--- src/rtl/manual_ctrl_pkg.sv ---
// manual_ctrl_pkg: shared state encoding, channel-select width helper and default parameters
package manual_ctrl_pkg;
  typedef enum logic [1:0] {IDLE, ANGLE, REFL, CONFIRM} state_t;
  localparam int DEF_NCH            = 4;
  localparam int DEF_ANGLE_W        = 5;
  localparam int DEF_ANGLE_MAX      = 24;
  localparam int DEF_TIMEOUT_CYCLES = 1000;
  function automatic int ch_w(input int n);
    return (n > 1) ? $clog2(n) : 1;
  endfunction
endpackage

--- src/rtl/btn_edge.sv ---
// btn_edge: one-register rising-edge detector for a bundle of synchronous buttons
module btn_edge #(
  parameter int W = 1
) (
  input  logic         clk,
  input  logic         res_n,
  input  logic [W-1:0] i_btn,
  output logic [W-1:0] o_edge
);
  logic [W-1:0] r_prev;
  // remember last cycle's button levels so a held button yields a single edge
  always_ff @(posedge clk or negedge res_n)
    if (!res_n) r_prev <= '0;
    else        r_prev <= i_btn;
  assign o_edge = i_btn & ~r_prev;
endmodule

--- src/rtl/manual_control_multi.sv ---
// manual_control_multi: operator-driven angle/reflector commit sequencer for NCH tracker channels
// Optional idle-step abort: define MANUAL_CTRL_TIMEOUT_EN to enable the timeout counter.
module manual_control_multi
  import manual_ctrl_pkg::*;
#(
  parameter  int NCH            = DEF_NCH,
  parameter  int ANGLE_W        = DEF_ANGLE_W,
  parameter  int ANGLE_MAX      = DEF_ANGLE_MAX,
  parameter  int TIMEOUT_CYCLES = DEF_TIMEOUT_CYCLES,
  localparam int CH_W           = ch_w(NCH)
) (
  input  logic                   clk,
  input  logic                   res_n,
  input  logic                   enable,
  input  logic [CH_W-1:0]        ch_sel,
  input  logic [ANGLE_W-1:0]     angle,
  input  logic                   refl,
  input  logic                   angle_set,
  input  logic                   refl_set,
  input  logic                   enter,
  input  logic                   cancel,
  output logic [NCH*ANGLE_W-1:0] angle_out,
  output logic [NCH-1:0]         refl_out,
  output logic                   busy,
  output logic                   done,
  output logic                   clamp_err,
  output logic                   timeout
);
  logic [3:0]             w_edge;
  logic                   w_clamp;
  logic                   w_abort;
  logic                   w_to;
  state_t                 r_state;
  logic [CH_W-1:0]        r_ch;
  logic [ANGLE_W-1:0]     r_stg_angle;
  logic                   r_stg_refl;
  logic                   r_stg_clamp;
  logic [NCH*ANGLE_W-1:0] r_angle_out;
  logic [NCH-1:0]         r_refl_out;
  logic                   r_done;
  logic                   r_clamp_err;

  btn_edge #(.W(4)) u_btn (
    .clk    (clk),
    .res_n  (res_n),
    .i_btn  ({cancel, enter, refl_set, angle_set}),
    .o_edge (w_edge)
  );

  assign w_clamp = angle > ANGLE_W'(ANGLE_MAX);
  assign w_abort = (r_state != IDLE) && (w_edge[3] || !enable);

`ifdef MANUAL_CTRL_TIMEOUT_EN
  logic        w_step;
  logic [31:0] r_cnt;
  logic        r_timeout;
  assign w_step = (r_state == ANGLE && w_edge[0]) || (r_state == REFL && w_edge[1]) ||
                  (r_state == CONFIRM && w_edge[2]);
  assign w_to   = (r_state != IDLE) && (r_cnt == 32'(TIMEOUT_CYCLES - 1));
  // idle-step counter restarts on every state change; timeout pulses only when it actually aborts
  always_ff @(posedge clk or negedge res_n)
    if (!res_n) begin
      r_cnt     <= '0;
      r_timeout <= 1'b0;
    end else begin
      r_cnt     <= (r_state == IDLE || w_abort || w_to || w_step) ? '0 : r_cnt + 32'd1;
      r_timeout <= w_to && !w_abort;
    end
  assign timeout = r_timeout;
`else
  assign w_to    = 1'b0;
  assign timeout = 1'b0;
`endif

  // sequencer: IDLE -> ANGLE -> REFL -> CONFIRM -> commit, aborts win over any step
  always_ff @(posedge clk or negedge res_n)
    if (!res_n) begin
      r_state     <= IDLE;
      r_ch        <= '0;
      r_stg_angle <= '0;
      r_stg_refl  <= 1'b0;
      r_stg_clamp <= 1'b0;
      r_angle_out <= '0;
      r_refl_out  <= '0;
      r_done      <= 1'b0;
      r_clamp_err <= 1'b0;
    end else begin
      r_done <= 1'b0;
      if (w_abort || w_to) r_state <= IDLE;
      else
        case (r_state)
          IDLE:
            if (enable && 32'(ch_sel) < NCH) begin
              r_ch    <= ch_sel;
              r_state <= ANGLE;
            end
          ANGLE:
            if (w_edge[0]) begin
              r_stg_angle <= w_clamp ? ANGLE_W'(ANGLE_MAX) : angle;
              r_stg_clamp <= w_clamp;
              if (w_clamp) r_clamp_err <= 1'b1;
              r_state     <= REFL;
            end
          REFL:
            if (w_edge[1]) begin
              r_stg_refl <= refl;
              r_state    <= CONFIRM;
            end
          CONFIRM:
            if (w_edge[2]) begin
              for (int i = 0; i < NCH; i++)
                if (r_ch == CH_W'(i)) begin
                  r_angle_out[i*ANGLE_W +: ANGLE_W] <= r_stg_angle;
                  r_refl_out[i]                     <= r_stg_refl;
                end
              if (!r_stg_clamp) r_clamp_err <= 1'b0;
              r_done  <= 1'b1;
              r_state <= IDLE;
            end
          default: r_state <= IDLE;
        endcase
    end

  assign angle_out = r_angle_out;
  assign refl_out  = r_refl_out;
  assign busy      = r_state != IDLE;
  assign done      = r_done;
  assign clamp_err = r_clamp_err;
endmodule

--- config.mk ---
export PLATFORM = sky130hd
export DESIGN_NAME = manual_control_multi
export DESIGN_NICKNAME = d
export VERILOG_FILES = /design/src/rtl/manual_ctrl_pkg.sv /design/src/rtl/btn_edge.sv /design/src/rtl/manual_control_multi.sv
export SDC_FILE = /design/constraint.sdc
export NUM_CORES = 1
export LEC_CHECK = 0
export ABC_AREA = 1
export BUFFER_PORTS_ARGS = -buffer_cell sky130_fd_sc_hd__buf_2
export CAP_MARGIN = 20
export CORE_MARGIN = 3
export CORE_UTILIZATION = 52
export DETAILED_ROUTE_END_ITERATION = 6
export PLACE_DENSITY = 0.78
export SETUP_SLACK_MARGIN = 0.3
export SLEW_MARGIN = 15
export SYNTH_ARGS = -nofsm -noshare
export SYNTH_HDL_FRONTEND = slang
export SYNTH_SLANG_ARGS = --single-unit
export TNS_END_PERCENT = 20
--- constraint.sdc ---
create_clock -name clk -period 1.46 [get_ports clk]
set_input_delay 0.438 -clock clk [delete_from_list [all_inputs] [get_ports clk]]
set_output_delay 0.438 -clock clk [all_outputs]
set_load 0.1 [all_outputs]
==> impl_table.tex <==
\begin{tabular}{lr}
\hline
Metric & Value \\
\hline
\multicolumn{2}{l}{\textbf{Setup path}} \\
CP Capture Type & flip-flop \\
Critical Path AT & 2.08 ns \\
Origin of the critical flop-to-flop path & r\_state[1]\$\_DFFE\_PN0P\_ \\
Start-to-end type of the worst setup path & flip-flop to flip-flop \\
Delay of the slowest cell on the worst path & 0.42 ns \\
Required time of the critical path & 1.77 ns \\
Critical path's slowest cell & sky130\_fd\_sc\_hd\_\_dfrtp\_1 \\
Crit-path leading delay family & simple AND/OR/NAND/NOR gates \\
Number of cells traversed by the worst register-to-register path & 10 \\
Critical Path Source & r\_state[1]\$\_DFFE\_PN0P\_ \\
Number of cells on the critical path & 10 \\
Worst Path Max Fanout & 6 \\
Critical Path, Cell by Cell & buf\_4 -> buf\_6 -> ha\_4 -> inv\_4 -> nor2\_4 -> nand2\_8 -> nor2\_4 -> buf\_6 -> nand2\_1 -> nand2\_1 \\
Combined buffer and inverter count along the critical path & 4 \\
Startpoint type of the worst setup path & flip-flop \\
\multicolumn{2}{l}{\textbf{Yosys}} \\
Library cell occupying the most area in the post-synthesis netlist & sky130\_fd\_sc\_hd\_\_dfrtp\_1 \\
Flip-flop and latch count after synthesis & 41 \\
Synthesized cell area & 0.00181 sq mm \\
Gate count after technology mapping & 206 \\
Number of distinct library cell variants in the gate-level netlist after synthesis & 21 \\
Cells taking the most area after synthesis & sky130\_fd\_sc\_hd\_\_dfrtp\_1, sky130\_fd\_sc\_hd\_\_nand2\_1, sky130\_fd\_sc\_hd\_\_nand3\_1 \\
Sequential-to-total area share from yosys stat & 0.567 \\
Syn\_area\_per\_cell & 8.78 sq um \\
Share of the synthesized area in the top cell type & 0.567 \\
Synthesized net count & 226 \\
Number of synthesis warnings & 0 \\
\multicolumn{2}{l}{\textbf{Routing}} \\
DRT Pass-1 Iters & 5 \\
Vias & 1,900 \\
Post-DRT Antenna Nets & 0 \\
Wire length after detailed routing & 7.00 mm \\
Total DRC errors in the routed layout & 0 \\
Average routed wire per standard cell & 22.3 microns \\
Initial DRC count & 242 \\
Routed via count divided by cell count & 6.07 \\
\multicolumn{2}{l}{\textbf{STA}} \\
Tmin final & 1.76 ns \\
Final Slew Violations & 0 \\
Setup repair after global routing missed its margin & true \\
Fin worst setup slack & -0.303 ns \\
Relative slew slack & 0.650 \\
Highest clock frequency the design can meet & 0.567 GHz \\
Least-Margin Pin Slew & 0.525 ns \\
Maximum clock skew at final layout & 0.00746 ns \\
Final period util & 1.21 \\
Final setup violation count & 37 \\
Final-report hold violation count & 0 \\
\multicolumn{2}{l}{\textbf{Place}} \\
Final weighted congestion in routability-driven placement & 0.822 \\
Placed wire-length estimate & 3.03 mm \\
Number of buffers inserted by port buffering & 41 \\
Placed Cells incl. Taps & 292 \\
Instance area at placement & 0.00252 sq mm \\
Place WS & -0.00465 ns \\
\multicolumn{2}{l}{\textbf{Run status}} \\
Failing checks & setup timing \\
Outcome & complete, but fails checks \\
\multicolumn{2}{l}{\textbf{Cells and area}} \\
Ratio of cells with drive above 1 in the final layout & 0.457 \\
Number of standard cells in the layout, taps in and fillers out & 313 \\
Relative area change from synthesis to final layout & 61.8\% \\
Final Net Count & 289 \\
Number of diodes added for antenna fixing & 0 \\
Final instance area & 0.00293 sq mm \\
\multicolumn{2}{l}{\textbf{Power and ir drop}} \\
Clock power share & 0.099 \\
Cell Int Power & 0.00291 W \\
Portion of total power attributed to combinational logic & 0.590 \\
Sequential share of power & 0.312 \\
Power dissipated by switching net loads & 0.00315 W \\
Max VDD drop & 0.00182 V \\
Net switching share of the total power & 0.520 \\
Pleak & 1.46 nW \\
Total power of the final layout & 0.00606 W \\
Power density of the placed cells & 2070 mW/mm\^{}2 \\
\multicolumn{2}{l}{\textbf{Floorplanning}} \\
Rows & 20 \\
Starting density of the core & 0.569 \\
Chip Width & 65.0 microns \\
Die span in y & 65.0 microns \\
Core region area & 0.00318 sq mm \\
Number of placed I/O pins & 43 \\
Die ar. & 0.00422 sq mm \\
\multicolumn{2}{l}{\textbf{Hold path}} \\
Class of the worst hold path & input pin to async pin \\
\multicolumn{2}{l}{\textbf{Global route}} \\
Global-route wire length before repair & 8.33 mm \\
Vias in the first global route & 1,753 \\
Largest net degree at the start of global routing & 42 \\
Initial antenna violation count & 0 \\
Grt ovf & 0 \\
Total routing resource utilization after global routing & 0.271 \\
\multicolumn{2}{l}{\textbf{Run}} \\
Count of maximum capacitance violations & 0 \\
\multicolumn{2}{l}{\textbf{Clock tree}} \\
Clk Latency, worst-skew pair & 0.37 ns \\
Number of H-tree branching levels & 2 \\
Buffer depth of the longest clock path & 2 \\
Library cell used as clock root buffer & sky130\_fd\_sc\_hd\_\_clkbuf\_4 \\
Clock tree from TritonCTS & yes \\
TritonCTS Buffers & 5 \\
Post-CTS clock slew at the launch and capture registers of the worst setup and hold paths & 0.12 ns \\
TritonCTS sink count & 41 \\
Number of hold-repair buffers added at the cts stage & 0 \\
\hline
\end{tabular}
[registers in the layout, summed over array words and instances (netlist names)]
register      flops
r_stg_angle       5
r_ch              2
r_state           2
r_stg_refl        1
done              1
angle_out        20
u_btn.r_prev      4
refl_out          4
r_stg_clamp       1
clamp_err         1
[routing by layer]
layer  vias up  GRT usage  wire length (microns)
met5         -          0                      0
met4         0      0.148                    469
met3        51     0.0797                    684
met2       178      0.493                   3480
met1       903      0.274                   2360
li1        768          -                      -
[metrics by stage]
step	util	hold WS, ns	setup TNS (ns)
final	0.921	0.0191	-4.39
after global routing	0.921	0.00690	-5.86
after CTS	0.873	0.0452	-0.275
after global placement	0.794	0.428	0
after detailed placement	0.794	0.428	-0.00465
after floorplan	-	0.142	0
[worst paths after layout]
| path | to | slack, ns |
|---|---|---|
| max | angle_out[17]$_DFFE_PN0P_ | -0.30 |
| min | angle_out[19]$_DFFE_PN0P_ | 0.02 |
| max reg2reg | angle_out[17]$_DFFE_PN0P_ | -0.30 |
| min reg2reg | refl_out[0]$_DFFE_PN0P_ | 0.56 |
| max in group asynchronous | angle_out[10]$_DFFE_PN0P_ | 1.22 |
| min in group clk | u_btn.r_prev[3]$_DFF_PN0_ | 0.21 |
[synthesized netlist by cell type, drive strengths merged]
master and number:
a21oi 2, ha 5, nand2 92, o211ai 1, nand4 3, buf 4, conb 1, dfrtp 41
nand3 20, o21ai 8, inv 18, nor2 11
[area by class of cell]
class | count | area, sq um
Multi-Input combinational cell | 143 | 895
Sequential cell | 41 | 1030
Fill cell | 102 | 250
Tap cell | 44 | 55.1
Timing Repair Buffer | 59 | 792
Inverter | 18 | 97.6
Clock buffer | 7 | 55.1
Timing Repair inverter | 1 | 6.26
[logic make-up (layout without fill, tap and decap cells)]
kind of cell,Yosys count,in the layout,synth area share
other,1,1,0.00207
adder cells (fa/ha/maj),5,5,0.0346
buffers and inverters,22,85,0.0581
flip-flops,41,41,0.567
AO/OA/AOI/OAI,11,11,0.0318
AND/OR/NAND/NOR,126,126,0.306
[power groups by stage]
| stage | Clock [W] | Sequential, W | Combinational [W] |
|---|---|---|---|
| 6_report | 0.000597 | 0.00189 | 0.00357 |
| 5_1_grt | 0.000663 | 0.00190 | 0.00366 |
| 4_1_cts | 0.000572 | 0.00179 | 0.00312 |
| 3_5_place_dp | 0 | 0.00181 | 0.00282 |
| 3_3_place_gp | 0 | 0.00180 | 0.00275 |
| 2_1_floorplan | 0 | 0.00262 | 0.000945 |
[placed cells by master (no fill, tap or decap), types with 2 or more instances in the layout]
cell and n:
sky130_fd_sc_hd__dfrtp_1 40, sky130_fd_sc_hd__nor2_4 3, sky130_fd_sc_hd__inv_4 3, sky130_fd_sc_hd__nand2_8 3, sky130_fd_sc_hd__clkbuf_4 5, sky130_fd_sc_hd__a21oi_1 2
sky130_fd_sc_hd__buf_4 10, sky130_fd_sc_hd__o21ai_1 6, sky130_fd_sc_hd__buf_6 5, sky130_fd_sc_hd__nand3_2 8, sky130_fd_sc_hd__nand2_1 65, sky130_fd_sc_hd__nand4_1 2
sky130_fd_sc_hd__inv_2 4, sky130_fd_sc_hd__buf_12 28, sky130_fd_sc_hd__ha_4 4, sky130_fd_sc_hd__nor2_1 4, sky130_fd_sc_hd__nor2_2 4, sky130_fd_sc_hd__nand3_1 12
sky130_fd_sc_hd__nand2_2 21, sky130_fd_sc_hd__buf_8 2, sky130_fd_sc_hd__buf_2 14, sky130_fd_sc_hd__nand2_4 3, sky130_fd_sc_hd__inv_1 10
[repair_timing]
action | 4_1_cts | 5_1_grt
setup endpoints to repair | 62 | 64
gates cloned | 1 | 0
buffers inserted | 8 | 5
pin swaps | 28 | 22
resized for setup | 31 | 34
(Power assumes the default switching activity.)
